`config.mk`:
```
export PLATFORM = sky130hd
export DESIGN_NAME = link_scheduler
export DESIGN_NICKNAME = d
export VERILOG_FILES = /design/src/rtl/router_pkg.sv /design/src/rtl/rr_pick.sv /design/src/rtl/link_scheduler.sv
export SDC_FILE = /design/constraint.sdc
export NUM_CORES = 1
export LEC_CHECK = 0
export BUFFER_PORTS_ARGS = -buffer_cell sky130_fd_sc_hd__clkbuf_2
export CORE_ASPECT_RATIO = 1.25
export CORE_MARGIN = 8
export CORE_UTILIZATION = 55
export DETAILED_ROUTE_END_ITERATION = 8
export PLACE_DENSITY_LB_ADDON = 0.1
export SLEW_MARGIN = 40
export SYNTH_ARGS = -nofsm -noshare
export SYNTH_HDL_FRONTEND = slang
export SYNTH_SLANG_ARGS = --single-unit
```
`constraint.sdc`:
```
create_clock -name clk -period 12.7 [get_ports clk]
set_clock_uncertainty 0.15 [all_clocks]
set_input_delay 2.54 -clock clk [delete_from_list [all_inputs] [get_ports clk]]
set_output_delay 2.54 -clock clk [all_outputs]
set_load 0.01 [all_outputs]
```
`src/rtl/router_pkg.sv`:
```
`default_nettype none
// ============================================================================
// Module      : router_pkg
// Description : Shared definitions for the router link scheduler: port
//               indices, port count, FSM state encoding and the cyclic
//               port-index helper used by the round-robin search.
// Revision    : 1.0 - initial release
// ============================================================================
package router_pkg;

   // Number of router ports and width of a port index
   localparam int NUM_PORTS = 5;
   localparam int PORT_W    = 3;

   // Port indices; the bit order of every per-port vector is {L,N,E,S,W}
   localparam logic [PORT_W-1:0] L = 3'd4;
   localparam logic [PORT_W-1:0] N = 3'd3;
   localparam logic [PORT_W-1:0] E = 3'd2;
   localparam logic [PORT_W-1:0] S = 3'd1;
   localparam logic [PORT_W-1:0] W = 3'd0;

   // Scheduler FSM state encoding
   localparam int STATE_W = 2;
   localparam logic [STATE_W-1:0] ST_INIT = 2'd0;
   localparam logic [STATE_W-1:0] ST_ARB  = 2'd1;
   localparam logic [STATE_W-1:0] ST_XFER = 2'd2;
   localparam logic [STATE_W-1:0] ST_HOLD = 2'd3;

   // (base - step) modulo NUM_PORTS. Two conditional subtractions keep the
   // result in range even for out-of-range base values, so callers can
   // index a NUM_PORTS-wide vector safely.
   function automatic logic [PORT_W-1:0] port_sub(input logic [PORT_W-1:0] base,
                                                  input logic [PORT_W-1:0] step);
      logic [PORT_W:0] t;
      t = {1'b0, base} + (PORT_W+1)'(NUM_PORTS) - {1'b0, step};
      if (t >= (PORT_W+1)'(NUM_PORTS)) t = t - (PORT_W+1)'(NUM_PORTS);
      if (t >= (PORT_W+1)'(NUM_PORTS)) t = t - (PORT_W+1)'(NUM_PORTS);
      return t[PORT_W-1:0];
   endfunction

endpackage : router_pkg
`default_nettype wire

```
`src/rtl/rr_pick.sv`:
```
`default_nettype none
// ============================================================================
// Module      : rr_pick
// Description : Combinational round-robin picker. Finds the first set request
//               bit in the cyclic downward order ptr, ptr-1, ..., 0, 4, ...
// Revision    : 1.0 - initial release
// ============================================================================
module rr_pick
   import router_pkg::*;
(
   input  logic [NUM_PORTS-1:0] request_i,
   input  logic [PORT_W-1:0]    ptr_i,
   output logic [PORT_W-1:0]    winner_o,
   output logic                 valid_o
);

   // Walk the search order from last to first so the earliest hit wins
   always_comb begin
      winner_o = '0;
      valid_o  = 1'b0;
      for (int k = NUM_PORTS - 1; k >= 0; k--) begin
         if (request_i[port_sub(ptr_i, PORT_W'(k))]) begin
            winner_o = port_sub(ptr_i, PORT_W'(k));
            valid_o  = 1'b1;
         end
      end
   end

endmodule : rr_pick
`default_nettype wire

```
`src/rtl/link_scheduler.sv`:
```
`default_nettype none
// ============================================================================
// Module      : link_scheduler
// Description : Output-link scheduler for a 5-port router. Arbitrates among
//               the input channels with rotating priority, forwards the
//               winning flit to the downstream buffer for one cycle, then
//               masks arbitration for a programmable number of cycles.
// Revision    : 1.0 - initial release
// ============================================================================
module link_scheduler
   import router_pkg::*;
#(
   parameter int DATA_SIZE      = 8,
   parameter int MASK_CNT_INIT  = 1,
   parameter int MASK_CNT_DELAY = 1
) (
   input  logic                           clk,
   input  logic                           rst,
   input  logic [NUM_PORTS-1:0]           request,
   input  logic                           empty_i,
   input  logic [NUM_PORTS*DATA_SIZE-1:0] data_i,
   output logic [NUM_PORTS-1:0]           grant,
   output logic                           fill_o,
   output logic [DATA_SIZE-1:0]           data_o,
   output logic                           busy
);

   // Counter sized for the larger of the two mask lengths (at least 1 bit)
   localparam int CNT_MAX = (MASK_CNT_INIT > MASK_CNT_DELAY) ? MASK_CNT_INIT : MASK_CNT_DELAY;
   localparam int CNT_W   = (CNT_MAX > 1) ? $clog2(CNT_MAX + 1) : 1;

   localparam logic [CNT_W-1:0] CNT_INIT_V  = CNT_W'(MASK_CNT_INIT);
   localparam logic [CNT_W-1:0] CNT_DELAY_V = CNT_W'(MASK_CNT_DELAY);
   localparam logic [CNT_W-1:0] CNT_ONE     = CNT_W'(1);

   logic [STATE_W-1:0]   state_q, state_d;
   logic [CNT_W-1:0]     cnt_q,   cnt_d;
   logic [PORT_W-1:0]    ptr_q,   ptr_d;
   logic [NUM_PORTS-1:0] grant_q, grant_d;
   logic                 fill_q,  fill_d;
   logic [DATA_SIZE-1:0] data_q,  data_d;

   logic [PORT_W-1:0]    pick_winner;
   logic                 pick_valid;
   logic                 do_grant;
   logic [DATA_SIZE-1:0] flit [NUM_PORTS];

   // Unpack the concatenated input bus into per-port flits (index 4 = L = MSB)
   for (genvar gi = 0; gi < NUM_PORTS; gi++) begin : g_flit
      assign flit[gi] = data_i[gi*DATA_SIZE +: DATA_SIZE];
   end

   rr_pick u_rr_pick (
      .request_i (request),
      .ptr_i     (ptr_q),
      .winner_o  (pick_winner),
      .valid_o   (pick_valid)
   );

   // A grant is only possible in ARB with some request and room downstream
   assign do_grant = (state_q == ST_ARB) && pick_valid && empty_i;

   // State and datapath registers; reset aborts any grant in flight
   always_ff @(posedge clk) begin
      if (rst) begin
         state_q <= ST_INIT;
         cnt_q   <= CNT_INIT_V;
         ptr_q   <= L;
         grant_q <= '0;
         fill_q  <= 1'b0;
         data_q  <= '0;
      end else begin
         state_q <= state_d;
         cnt_q   <= cnt_d;
         ptr_q   <= ptr_d;
         grant_q <= grant_d;
         fill_q  <= fill_d;
         data_q  <= data_d;
      end
   end

   // Next-state logic. HOLD hands over to ARB on the edge where the counter
   // would reach zero, so the ARB cycle itself is one of the dead cycles.
   always_comb begin
      state_d = state_q;
      case (state_q)
         ST_INIT: if (cnt_q == '0) state_d = ST_ARB;
         ST_ARB:  if (do_grant) state_d = ST_XFER;
         ST_XFER: state_d = (MASK_CNT_DELAY == 0) ? ST_ARB : ST_HOLD;
         ST_HOLD: if (cnt_q <= CNT_ONE) state_d = ST_ARB;
         default: state_d = ST_INIT;
      endcase
   end

   // Registered-output and counter/pointer next values
   always_comb begin
      grant_d = '0;
      fill_d  = 1'b0;
      data_d  = data_q;
      ptr_d   = ptr_q;
      cnt_d   = cnt_q;
      case (state_q)
         ST_INIT: if (cnt_q != '0) cnt_d = cnt_q - CNT_ONE;
         ST_ARB: begin
            if (do_grant) begin
               grant_d = {{(NUM_PORTS-1){1'b0}}, 1'b1} << pick_winner;
               fill_d  = 1'b1;
               data_d  = flit[pick_winner];
               ptr_d   = (pick_winner == W) ? L : (pick_winner - PORT_W'(1));
            end
         end
         ST_XFER: cnt_d = CNT_DELAY_V;
         ST_HOLD: if (cnt_q != '0) cnt_d = cnt_q - CNT_ONE;
         default: cnt_d = CNT_INIT_V;
      endcase
   end

   assign grant  = grant_q;
   assign fill_o = fill_q;
   assign data_o = data_q;
   assign busy   = (state_q != ST_ARB);

endmodule : link_scheduler
`default_nettype wire

```
# Yosys cells after proc, flatten, opt, wreduce, memory -nomap -nowiden
# Cells that the tools add are included.
dict set report op_classes {
  eq_ne 7
  mux 51
  addsub 22
  n_reduce_logical 10
  n_shift 1
  bitwise_logic 3
  magnitude_cmp 22
}
# op count
set ops {}
lappend ops {{$ge A4 B3 Y1 const B} 15}
lappend ops {{$mux W3} 16}
lappend ops {{$mux W4} 10}
lappend ops {{$sub A3 B3 Y3 const B} 10}
lappend ops {{$bmux W8 S3} 1}
lappend ops {{$sub A4 B3 Y4 const B} 6}
lappend ops {{$lt A3 B4 Y1 const B} 5}
lappend ops {{$mux W8} 2}
lappend ops {{$bmux W1 S3} 5}
lappend ops {{$mux W1} 12}
lappend ops {{$pmux W2 S4} 1}
lappend ops {{$sub A4 B2 Y4 const B} 2}
lappend ops {{$mux W2} 3}
lappend ops {{$ne A2 B2 Y1 const B} 3}
lappend ops {{$shl A1 B3 Y5 const A} 1}
lappend ops {{$add A3 B3 Y4 const B} 1}
lappend ops {{$eq A2 B2 Y1 const B} 2}
lappend ops {{$ge A4 B4 Y1 const B} 1}
lappend ops {{$not A3 Y4} 1}
lappend ops {{$reduce_or A2 Y1} 2}
lappend ops {{$sub A4 B1 Y4 const B} 1}
lappend ops {{$logic_not A3 Y1} 1}
lappend ops {{$reduce_and A3 Y1} 1}
lappend ops {{$reduce_or A3 Y1} 1}
lappend ops {{11 further kinds} 13}
dict set report totals {
  reg_bits 20
  out_inout_bits 15
  elab_cells 122
  input_bits 48
}

# Logic depth before layout (Yosys ltp)
# Gate-level depths: netlist of run 1.
dict set report depth {
  ltp_word 20
  ltp_mapped 29
  depth_no_buf 23
}

# Cells and area by module
# Synthesis of run 1 repeated with hierarchy kept, for this count alone.
dict set report unflattened {
  cells_unflattened 421
  area_unflattened_um2 3219.3
}
# module n_inst area_each_um2 cells_each seq_area_each_um2
set by_module_without_submodules {}
lappend by_module_without_submodules {rr_pick 1 2100.8 303 0.0}
lappend by_module_without_submodules {link_scheduler 1 1118.6 118 400.4}

# Worst setup path before layout of run 1
# OpenSTA, ideal clock, no wires.
dict set report synth_path {
  path_kind {flip-flop to flip-flop}
  startpoint {reg ptr_q[0]}
  endpoint {reg ptr_q[0]}
  setup_ns 0.070
  path_buffers 4
  slack_ns 7.104
  path_stages_with_launch 25
  required_ns 12.480
  synth_period_minus_slack_ns 5.596
  arrival_time_ns 5.375
  path_cell_list {dfxtp_1 -> ha_1 -> buf_2 -> buf_4 -> xor2_1 -> ha_1 -> clkbuf_1 -> o311a_1 -> a21oi_1 -> nand2_1 -> inv_1 -> ha_1 -> nand2b_1 -> and3b_1 -> mux2i_1 -> o211ai_2 -> a31o_1 -> o221ai_2 -> nand2_1 -> o41ai_1 -> clkbuf_1 -> inv_1 -> ha_1 -> or3_1 -> a21oi_1}
}
dict set report synth_between {
  elab_chain_cells 16
  elab_cells_between_ends 81
  classes_between {add/sub: 21; order compare: 15; mux: 41; reduce/logical: 4}
}
# element line
set synth_rtl {}
lappend synth_rtl {{from (decl)} link_scheduler.sv:38} ;# logic [PORT_W-1:0] ptr_q, ptr_d;
lappend synth_rtl {{from (signal assigned)} link_scheduler.sv:75} ;# ptr_q <= ptr_d;
lappend synth_rtl {{$add A3 B3 Y4 (*)} router_pkg.sv:35} ;# t = {1'b0, base} + (PORT_W+1)'(NUM_PORTS) - {1'b0, step};
lappend synth_rtl {{branches (longest 15 deep; another with $sub A4 B3 Y4)} -}
# Every way passes the cells marked *. The select of a mux whose other input is x is not followed.
# A chain may end at the register's enable or synchronous reset.

# Worst setup path in the final report of run 1
dict set report layout_path {
  startpoint {reg ptr_q[1]}
  endpoint {reg ptr_q[0]}
}
# The elaborated chain is that of the path after synthesis.

==> results of run 1 <==
## path summary, 6_finish.rpt
| kind | end | startpoint | slack [ns] | depth (start not counted) |
|---|---|---|---|---|
| hold reg to reg | state_q[1]$_SDFFE_PP0P_ | state_q[1]$_SDFFE_PP0P_ | 0.35 | 2 |
| hold / removal | state_q[1]$_SDFFE_PP0P_ | state_q[1]$_SDFFE_PP0P_ | 0.35 | 2 |
| setup reg to reg | ptr_q[0]$_SDFFE_PP0P_ | ptr_q[1]$_SDFFE_PP0P_ | 5.70 | 20 |
| setup / recovery | ptr_q[0]$_SDFFE_PP0P_ | ptr_q[1]$_SDFFE_PP0P_ | 5.70 | 20 |
## layer usage
| metal | wire length [µm] | part of all wire | GRT usage | vias to the layer above |
|---|---|---|---|---|
| met5 | 0 | 0 | 0 | - |
| met4 | 270 | 0.026 | 0.0909 | 0 |
| met3 | 514 | 0.050 | 0.0332 | 22 |
| met2 | 5110 | 0.50 | 0.375 | 127 |
| met1 | 4410 | 0.43 | 0.255 | 1795 |
| li1 | - | - | - | 1876 |
## per-stage QoR
stage | cell area, µm² | cells | utilization
3_5_place_dp | 3840 | 598 | 0.596
3_3_place_gp | 3840 | 598 | 0.596
5_1_grt | 3900 | 602 | 0.605
6_report | 3900 | 602 | 0.605
4_1_cts | 3890 | 602 | 0.605
2_1_floorplan | 3590 | 478 | -
## cell usage after synthesis (all sizes together) (8+ instances only)
cell type	number
or2	9
inv	43
o21ai	34
buf	23
ha	24
o211a	12
a221oi	10
mux2i	9
nor2b	10
nand2b	11
clkbuf	9
o21a	11
o2111ai	9
o211ai	11
or3	9
a21o	8
mux2	12
a21oi	26
nor2	36
nor3	10
nand2	28
dfxtp	20
## state kept, by name, summed over array words and instances (netlist names)
register,count
ptr_q,3
grant,5
data_o,8
state_q,2
cnt_q,1
fill_o,1
## cells by family (layout without fill, tap and decap cells)
kind of cell	after synthesis	count (layout)	share of synthesized area
buf+inv	75	112	0.102
mux	22	22	0.0763
simple gates	152	152	0.236
xor+xnor	8	8	0.0216
fa+ha+maj	24	24	0.0837
flops	20	20	0.112
compound gates	177	177	0.369
## worst max-delay path: cells and delay by family (launching register included)
kind	cells	cell delay, ns
buffers and inverters	3	0.61
and+or+nand+nor	5	1.55
adders and majority gates	4	1.64
AOI/OAI and AO/OA	8	2.14
DFF	1	0.81
## final cells by class
class,count,area share
Multi-Input combinational cell,383,0.728
Sequential cell,20,0.103
Timing Repair Buffer,65,0.0854
Inverter,43,0.0421
Tap cell,87,0.0279
Clock buffer,4,0.0141
==> results.txt, run 1 <==
----------------------------------------------------
[Status]
  Outcome ... complete, no violations

[Critical path]
  Worst path cell trace ... inv_1, ha_1, inv_1, ha_1, nor2b_1, or4_1, o211ai_1, ha_1, inv_1, o22ai_1, a21boi_0, a311oi_1, a31oi_1, nor4_1, o21ai_0, o21ai_2, nor2_1, ha_1, or3_1, a21oi_1
  Element type at the critical path end ... register
  Largest incremental delay on the critical path ... 0.81 ns
  Required time of the critical path ... 12.74 ns
  CP dominant cell by count ... sky130_fd_sc_hd__ha_1
  Arrival time reported for the critical path endpoint ... 7.04 ns
  Cell at the slowest stage of the critical path ... sky130_fd_sc_hd__dfxtp_1
  Setup crit start kind ... register
  Worst-path maximum fanout ... 23
  Type of the worst setup path ... reg -> reg

[GRT]
  Global-route wire length before repair ... 16900 µm
  Initial antenna violation count ... 0
  Aggregate global-route resource usage ... 0.217
  Overflow left after global routing ... 0
  Maximum number of pins on one net before global-route repair ... 36
  Vias in the first global route ... 3774

[STA]
  Total negative slack ... 0 ns
  Timing-limited maximum frequency ... 143 MHz
  Final hold vios ... 0
  Final critical-path setup slack ... 5.70 ns
  Part of the cycle the worst path needs ... 0.551
  Final period demand of the worst path ... 7.00 ns
  Worst relative slew slack ... 0.488
  Slew at the pin with the worst max-slew slack ... 0.767 ns
  Post-Route Hold Slack ... 0.354 ns
  Count of final setup violators ... 0
  Final slew viol count ... 0
  Setup repair after global routing missed its margin ... no

[Clocking]
  Clock slew at reported path FFs ... 0.08 ns
  Post-CTS repair timing setup buffer count ... 0
  Clock latency on the worst-skew pair ... 0.26 ns
  Cts repair resizes ... 0
  Number of clock sinks seen by CTS ... 20
  Total number of H-tree levels ... 1
  CTS tree ... built
  Cts bufs inserted ... 3
  Clock root buffer master ... sky130_fd_sc_hd__clkbuf_8
  Hold buffers post-CTS ... 0
  Clock Tree Buf Depth ... 2

[Synth]
  Mean instance size in the synthesized netlist ... 7.51 µm²
  Register bit count reported by yosys ... 20
  Most frequently used flop master after synthesis ... sky130_fd_sc_hd__dfxtp_1
  Total nets after synthesis ... 550
  Proportion of register bits with asynchronous set or reset after synthesis ... 0
  Share of the yosys chip area belonging to registers ... 0.112
  Cell count after synthesis ... 478
  Biggest area consumer among synthesized cells ... sky130_fd_sc_hd__dfxtp_1
  Cell types occupying the most area after synthesis ... sky130_fd_sc_hd__dfxtp_1, sky130_fd_sc_hd__ha_1, sky130_fd_sc_hd__o21ai_0, sky130_fd_sc_hd__inv_1, sky130_fd_sc_hd__nor2_1
  Post-synth top area share ... 0.112
  Count of distinct cell types in the synthesized netlist ... 91
  Mapped Area ... 3590 µm²
  Count of warnings emitted by yosys ... 0
  Number of enable-type register cells in the synthesized netlist ... 0

[Route]
  Routed WL ... 10300 µm
  Number of nets with antenna violations after detailed routing ... 0
  Mean routed wirelength per cell ... 17.1 µm
  First-pass iteration count of the detailed router ... 5
  Post-detailed-route via-to-cell ratio ... 6.35
  Iter 0 DRT Violations ... 179
  Post-route DRC violation count ... 0
  Via count ... 3820

[Layout]
  Number of antenna cells inserted ... 0
  Most common library cell in the layout ignoring fill and taps ... sky130_fd_sc_hd__clkbuf_2
  Filler Cell Count ... 657
  Post-layout nets ... 588
  Commonest cells after routing, fill and taps aside ... sky130_fd_sc_hd__clkbuf_2, sky130_fd_sc_hd__inv_1, sky130_fd_sc_hd__nor2_1, sky130_fd_sc_hd__o21ai_0, sky130_fd_sc_hd__nand2_1
  Sequential cell area ... 400 µm²
  Fraction of layout instances using a drive strength above 1 ... 0.214
  Area occupied by multi-input gates ... 2840 µm²
  Layout overhead on the synthesized area ... 8.57%

[Placed design]
  GP Congestion ... 0.947
  Post-detail-place hpwl ... 8110 µm
  I/O Buffers ... 62
  Worst slack after detailed placement ... 5.63 ns

[Floorplanning]
  Die area ... 9380 µm²
  Die W ... 88.3 µm
  Boundary Pins ... 63
  Std-Cell Rows ... 33
  Chip height ... 106 µm
  Initial core utilization ... 0.557
  Standard cell core area ... 6440 µm²

[Job]
  Max-cap check violation count ... 0

[Min path]
  Classification of the worst-slack hold path ... reg -> reg

----------------------------------------------------
Power of run 1 is not shown: default switching activity piles up to over one toggle a cycle in this logic, so the estimate is an artifact.
==> run 2, diff against run 1 <==
ABC_AREA = 1   (was unset)
clock period = 6.9 ns   (was 12.7 ns; I/O delays follow)
==> run 2 against run 1 <==
  * Worst setup slack lost 4.0 ns
  * Critical path depth grew 7
  * First-iteration DRC count shrank 39%
  * Die area shrank 14%
  * Synthesized cell count shrank 1.0%
  * Highest routed layer unchanged
==> results.txt, run 2 <==
----------------------------------------------------
[Layout]
  Filler Cell Count ... 514 (-22%)
  Number of non-filler instances in the completed layout ... 596 (-1.0%)
  Layout overhead on the synthesized area ... 13.0%
  Number of flip-flops under the largest register name ... 8 (unchanged)
  Post-layout nets ... 605 (+2.9%)
  Area occupied by multi-input gates ... 2160 µm² (-24%)
  Number of antenna cells inserted ... 0 (unchanged)
  Core utilization of the finished layout ... 0.631 (+0.0259)
  Most common library cell in the layout ignoring fill and taps ... sky130_fd_sc_hd__nand2_1
  Commonest cells after routing, fill and taps aside ... sky130_fd_sc_hd__nand2_1, sky130_fd_sc_hd__inv_1, sky130_fd_sc_hd__clkbuf_2, sky130_fd_sc_hd__nand3_1, sky130_fd_sc_hd__nand2_2
  Fraction of layout instances using a drive strength above 1 ... 0.278 (+0.0646)
  Sequential cell area ... 400 µm² (unchanged)

[Critical path]
  Arrival time reported for the critical path endpoint ... 5.15 ns (-1.89 ns)
  Type of the worst setup path ... reg -> reg
  Required time of the critical path ... 6.90 ns (-5.84 ns)
  Worst-path maximum fanout ... 15 (-35%)
  Element type at the critical path end ... register
  Setup crit start kind ... register

[Clocking]
  Number of clock sinks seen by CTS ... 20 (unchanged)
  Clock slew at reported path FFs ... 0.07 ns (about the same)
  Cts bufs inserted ... 3 (unchanged)
  Post-CTS repair timing setup buffer count ... 0 (unchanged)
  Clock root buffer master ... sky130_fd_sc_hd__clkbuf_8
  CTS tree ... built
  Clock latency on the worst-skew pair ... 0.26 ns (about the same)
  Clock Tree Buf Depth ... 2 (unchanged)
  Hold buffers post-CTS ... 0 (unchanged)
  Cts repair resizes ... 0 (unchanged)
  Total number of H-tree levels ... 1 (unchanged)

[Synth]
  Mapped Area ... 2980 µm² (-17%)
  Cell types occupying the most area after synthesis ... sky130_fd_sc_hd__nand2_1, sky130_fd_sc_hd__dfxtp_1, sky130_fd_sc_hd__ha_1, sky130_fd_sc_hd__inv_1, sky130_fd_sc_hd__nand3_1
  Most frequently used flop master after synthesis ... sky130_fd_sc_hd__dfxtp_1
  Count of distinct cell types in the synthesized netlist ... 40 (-56%)
  Top cells by count, synth ... sky130_fd_sc_hd__nand2_1, sky130_fd_sc_hd__inv_1, sky130_fd_sc_hd__nand3_1
  Total nets after synthesis ... 545 (-0.91%)
  Post-synth top area share ... 0.135 (+0.0235)
  Number of enable-type register cells in the synthesized netlist ... 0 (unchanged)
  Count of warnings emitted by yosys ... 0 (unchanged)
  Share of the yosys chip area belonging to registers ... 0.135 (+0.0230)
  Cell count after synthesis ... 473 (-1.0%)
  Proportion of register bits with asynchronous set or reset after synthesis ... 0 (unchanged)
  Biggest area consumer among synthesized cells ... sky130_fd_sc_hd__nand2_1
  Mean instance size in the synthesized netlist ... 6.29 µm² (-16%)
  Cell with the most instances after synthesis ... sky130_fd_sc_hd__nand2_1
  Register bit count reported by yosys ... 20 (unchanged)

[Floorplanning]
  Die W ... 81.8 µm (-7.3%)
  Std-Cell Rows ... 30 (-9.1%)
  Initial core utilization ... 0.558 (+0.000912)
  Standard cell core area ... 5330 µm² (-17%)
  Die area ... 8030 µm² (-14%)
  Chip height ... 98.2 µm (-7.6%)
  Boundary Pins ... 63 (unchanged)

[STA]
  Worst relative slew slack ... 0.596 (+0.108)
  Count of final setup violators ... 0 (unchanged)
  Final period demand of the worst path ... 5.15 ns (-1.85 ns)
  Timing-limited maximum frequency ... 194 MHz (+36%)
  Slew at the pin with the worst max-slew slack ... 0.605 ns (-0.163 ns)
  Setup repair after global routing missed its margin ... no
  Final hold vios ... 0 (unchanged)
  Total negative slack ... 0 ns (unchanged)
  Part of the cycle the worst path needs ... 0.746 (+0.195)
  Final slew viol count ... 0 (unchanged)
  Final critical-path setup slack ... 1.75 ns (-3.95 ns)

[Min path]
  Classification of the worst-slack hold path ... reg -> reg

[Route]
  Iter 0 DRT Violations ... 109 (-39%)
  Post-detailed-route via-to-cell ratio ... 5.20 (-18%)
  First-pass iteration count of the detailed router ... 5 (unchanged)
  Number of nets with antenna violations after detailed routing ... 0 (unchanged)
  Mean routed wirelength per cell ... 12.3 µm (-28%)
  Post-route DRC violation count ... 0 (unchanged)
  Via count ... 3099 (-19%)
  Routed WL ... 7330 µm (-29%)

[Placed design]
  Post-detail-place hpwl ... 6180 µm (-24%)
  I/O Buffers ... 62 (unchanged)
  Worst slack after detailed placement ... 1.78 ns (-3.85 ns)
  GP Congestion ... 0.882 (-6.9%)
  Number of instances in the placed design ... 592 (-1.0%)

[GRT]
  Aggregate global-route resource usage ... 0.185 (-0.0324)
  Global-route wire length before repair ... 12500 µm (-26%)
  Maximum number of pins on one net before global-route repair ... 20 (-44%)
  Initial antenna violation count ... 0 (unchanged)
  Overflow left after global routing ... 0 (unchanged)
  Vias in the first global route ... 3084 (-18%)

[Job]
  Max-cap check violation count ... 0 (unchanged)

[Status]
  Outcome ... complete, no violations

----------------------------------------------------
-- run 2: cell types whose count changed in the layout (fill, tap and decap cells not counted), moves of 10 or more --
cell / before / now
sky130_fd_sc_hd__nand2_1: 27 / 107
sky130_fd_sc_hd__nand3_1: 7 / 54
sky130_fd_sc_hd__inv_1: 41 / 77
sky130_fd_sc_hd__nand2_2: 1 / 27
sky130_fd_sc_hd__o21ai_0: 32 / 18
sky130_fd_sc_hd__o21ai_1: 1 / 14
sky130_fd_sc_hd__o211a_1: 12 / 0
sky130_fd_sc_hd__inv_2: 1 / 12
sky130_fd_sc_hd__nand2b_1: 11 / 0
sky130_fd_sc_hd__nor2_1: 34 / 23
sky130_fd_sc_hd__nand2_4: 0 / 10
-- run 2: area by class of cell --
| type | count | share of cell area |
|---|---|---|
| clock buffer | 4 | 0.0164 |
| inverter | 92 | 0.107 |
| tap | 64 | 0.0238 |
| multi-input combinational | 354 | 0.641 |
| timing repair buffer | 62 | 0.0923 |
| sequential | 20 | 0.119 |
-- run 2: cells by family after synthesis --
group / share of synthesized area
xor gates and xnor gates: 0.0341
and+or+nand+nor: 0.429
AOI/OAI and AO/OA: 0.161
DFF: 0.135
adders and majority gates: 0.101
buffers and inverters: 0.140
-- run 2: final timing paths --
path	cells past startpoint	from	slack, ns	end
hold / removal	2	cnt_q$_SDFFE_PP1P_	0.33	cnt_q$_SDFFE_PP1P_
setup reg to reg	27	ptr_q[0]$_SDFFE_PP0P_	1.75	data_o[3]$_SDFFE_PP0P_
setup / recovery	27	ptr_q[0]$_SDFFE_PP0P_	1.75	data_o[3]$_SDFFE_PP0P_
hold reg to reg	2	cnt_q$_SDFFE_PP1P_	0.33	cnt_q$_SDFFE_PP1P_
-- run 2: per-layer routing --
| layer | up-vias | global-route usage | part of all wire | wire (µm) |
|---|---|---|---|---|
| met5 | - | 0 | 0 | 0 |
| met4 | 0 | 0.0650 | 0.032 | 233 |
| met3 | 17 | 0.0211 | 0.039 | 289 |
| met2 | 78 | 0.331 | 0.50 | 3690 |
| met1 | 1377 | 0.212 | 0.43 | 3120 |
| li1 | 1627 | - | - | - |
-- run 2: per-stage QoR --
stage	cell area, µm²	hold WS, ns
after floorplan	2980	0.289
after global placement	3310	0.305
after detailed placement	3310	0.321
after CTS	3360	0.336
after global routing	3360	0.370
final	3360	0.330
-- run 2: worst max-delay path: stages (launching register included) --
cell                       delay (ns)
sky130_fd_sc_hd__dfxtp_1         0.71
sky130_fd_sc_hd__inv_8           0.13
sky130_fd_sc_hd__ha_1            0.39
sky130_fd_sc_hd__inv_1           0.26
sky130_fd_sc_hd__ha_1            0.26
sky130_fd_sc_hd__nand2_2         0.08
sky130_fd_sc_hd__nand2_2         0.10
sky130_fd_sc_hd__xor2_2          0.19
sky130_fd_sc_hd__nand2_2         0.10
sky130_fd_sc_hd__o21ai_0         0.23
sky130_fd_sc_hd__inv_1           0.10
sky130_fd_sc_hd__ha_1            0.24
sky130_fd_sc_hd__inv_1           0.06
sky130_fd_sc_hd__o21ai_1         0.05
sky130_fd_sc_hd__nand2_1         0.11
sky130_fd_sc_hd__inv_2           0.06
sky130_fd_sc_hd__nand2_2         0.05
sky130_fd_sc_hd__nand2_2         0.08
sky130_fd_sc_hd__o211ai_1        0.17
sky130_fd_sc_hd__nand2_1         0.08
sky130_fd_sc_hd__nand2_2         0.09
sky130_fd_sc_hd__nand2_2         0.09
sky130_fd_sc_hd__nor4_1          0.27
sky130_fd_sc_hd__nand2_1         0.20
sky130_fd_sc_hd__nand3_2         0.27
sky130_fd_sc_hd__inv_1           0.21
sky130_fd_sc_hd__o21ai_0         0.25
sky130_fd_sc_hd__a21oi_2         0.05
Power of run 2 is left out for the same reason.
==> run 3, diff against run 2 <==
CORE_UTILIZATION = 51   (was 55)
clock period = 4.3 ns   (was 6.9 ns; I/O delays follow)
==> run 3 against run 2 <==
  * First-iteration DRC count down 10%
  * Sequential share of layout area down 1.2 points
  * Non-clock buffer count up 25
  * Flip-flop and latch count unchanged
==> results.txt, run 3 (same netlist as run 2, synthesis figures left out) <==
----------------------------------------------------
[Clocking]
  Total number of H-tree levels ... 1 (unchanged)
  Hold buffers post-CTS ... 0 (unchanged)
  Clock slew at reported path FFs ... 0.07 ns (about the same)
  Clock Tree Buf Depth ... 2 (unchanged)
  CTS tree ... built
  Clock root buffer master ... sky130_fd_sc_hd__clkbuf_8
  Clock latency on the worst-skew pair ... 0.25 ns (about the same)
  Cts bufs inserted ... 3 (unchanged)
  Number of clock sinks seen by CTS ... 20 (unchanged)

[Layout]
  Post-layout nets ... 631 (+4.3%)
  Core utilization of the finished layout ... 0.667 (+0.0359)
  Most common library cell in the layout ignoring fill and taps ... sky130_fd_sc_hd__nand2_1
  Commonest cells after routing, fill and taps aside ... sky130_fd_sc_hd__nand2_1, sky130_fd_sc_hd__inv_1, sky130_fd_sc_hd__clkbuf_2, sky130_fd_sc_hd__nand3_1, sky130_fd_sc_hd__nand2_2
  Fraction of layout instances using a drive strength above 1 ... 0.378 (+0.0999)
  Layout overhead on the synthesized area ... 27.8%
  Number of antenna cells inserted ... 0 (unchanged)
  Number of flip-flops under the largest register name ... 8 (unchanged)

[Placed design]
  Worst slack after detailed placement ... -0.149 ns (-1.93 ns)
  Post-detail-place hpwl ... 6500 µm (+5.2%)
  GP Congestion ... 0.924 (+4.7%)
  I/O Buffers ... 62 (unchanged)

[Min path]
  Classification of the worst-slack hold path ... reg -> reg

[Route]
  Number of nets with antenna violations after detailed routing ... 0 (unchanged)
  Via count ... 3203 (+3.4%)
  Mean routed wirelength per cell ... 13.0 µm (+5.9%)
  Routed WL ... 8130 µm (+11%)
  Post-route DRC violation count ... 0 (unchanged)
  Post-detailed-route via-to-cell ratio ... 5.13 (-1.3%)
  First-pass iteration count of the detailed router ... 5 (unchanged)
  Iter 0 DRT Violations ... 98 (-10%)

[GRT]
  Overflow left after global routing ... 0 (unchanged)
  Aggregate global-route resource usage ... 0.181 (-0.00314)
  Maximum number of pins on one net before global-route repair ... 17 (-15%)
  Global-route wire length before repair ... 13400 µm (+6.5%)
  Vias in the first global route ... 3158 (+2.4%)
  Initial antenna violation count ... 0 (unchanged)

[Floorplanning]
  Die W ... 84.3 µm (+3.1%)
  Boundary Pins ... 63 (unchanged)
  Std-Cell Rows ... 31 (+3.3%)
  Chip height ... 101 µm (+3.2%)
  Die area ... 8550 µm² (+6.4%)
  Standard cell core area ... 5700 µm² (+7.0%)
  Initial core utilization ... 0.522 (-0.0364)

[STA]
  Final slew viol count ... 0 (unchanged)
  Total negative slack ... 0 ns (unchanged)
  Final hold vios ... 0 (unchanged)
  Final critical-path setup slack ... 0.244 ns (-1.51 ns)
  Worst relative slew slack ... 0.668 (+0.0719)
  Timing-limited maximum frequency ... 247 MHz (+27%)
  Count of final setup violators ... 0 (unchanged)
  Part of the cycle the worst path needs ... 0.943 (+0.197)
  Final period demand of the worst path ... 4.06 ns (-1.09 ns)
  Slew at the pin with the worst max-slew slack ... 0.496 ns (-0.109 ns)

[Status]
  Outcome ... complete, no violations

[Critical path]
  Largest incremental delay on the critical path ... 0.37 ns (-0.34 ns)
  Worst-path maximum fanout ... 9 (-6)
  Required time of the critical path ... 4.30 ns (-2.60 ns)
  Element type at the critical path end ... register
  Setup crit start kind ... register
  R2R setup slack ... 0.24 ns (-1.51 ns)
  Cell at the slowest stage of the critical path ... sky130_fd_sc_hd__dfxtp_4
  Type of the worst setup path ... reg -> reg
  Arrival time reported for the critical path endpoint ... 4.05 ns (-1.10 ns)
  CP dominant cell by count ... sky130_fd_sc_hd__nand2_4

[Job]
  Max-cap check violation count ... 0 (unchanged)

----------------------------------------------------
==> run 3: critical path, delay by kind of cell (launching register included) <==
family / cells / cell delay [ns]
compound gates: 4 / 0.45
xor+xnor: 2 / 0.42
fa+ha+maj: 3 / 0.52
buf+inv: 4 / 0.38
flops: 1 / 0.37
simple gates: 15 / 1.68
==> run 3: timing repair <==
item / in CTS / in global routing
setup buffers: 0 / 9
cloned: 0 / 1
resized for setup: 6 / 65
pin swaps: 0 / 32
setup endpoints to repair: 11 / 19
==> run 3: routing by layer <==
layer | vias up | wire length [µm] | GRT usage
li1 | 1672 | - | -
met2 | 68 | 4380 | 0.355
met1 | 1452 | 3400 | 0.200
met3 | 11 | 252 | 0.0241
met5 | - | 0 | 0
met4 | 0 | 93 | 0.0360
==> run 3: final timing paths <==
check / to / startpoint / cells past startpoint
worst max-delay path: data_o[2]$_SDFFE_PP0P_ / ptr_q[0]$_SDFFE_PP0P_ / 28
worst min-delay path: cnt_q$_SDFFE_PP1P_ / cnt_q$_SDFFE_PP1P_ / 2
worst max register to register: data_o[2]$_SDFFE_PP0P_ / ptr_q[0]$_SDFFE_PP0P_ / 28
worst min register to register: cnt_q$_SDFFE_PP1P_ / cnt_q$_SDFFE_PP1P_ / 2
==> run 3: layout make-up <==
class | instances | area, µm²
fillers | 523 | 1900
inverters | 92 | 364
clock buffers | 4 | 55.1
multi-input cells | 354 | 2380
repair inverters | 1 | 7.51
repair buffers | 87 | 509
flip-flops and latches | 20 | 408
well taps | 66 | 82.6
==> run 3: per-stage QoR <==
| stage | hold slack, ns | cells | area (µm²) |
|---|---|---|---|
| 2_1_floorplan | 0.289 | 473 | 2980 |
| 3_3_place_gp | 0.316 | 610 | 3430 |
| 3_5_place_dp | 0.313 | 610 | 3430 |
| 4_1_cts | 0.335 | 614 | 3490 |
| 5_1_grt | 0.372 | 624 | 3800 |
| 6_report | 0.331 | 624 | 3800 |
Power of run 3 is left out for the same reason.
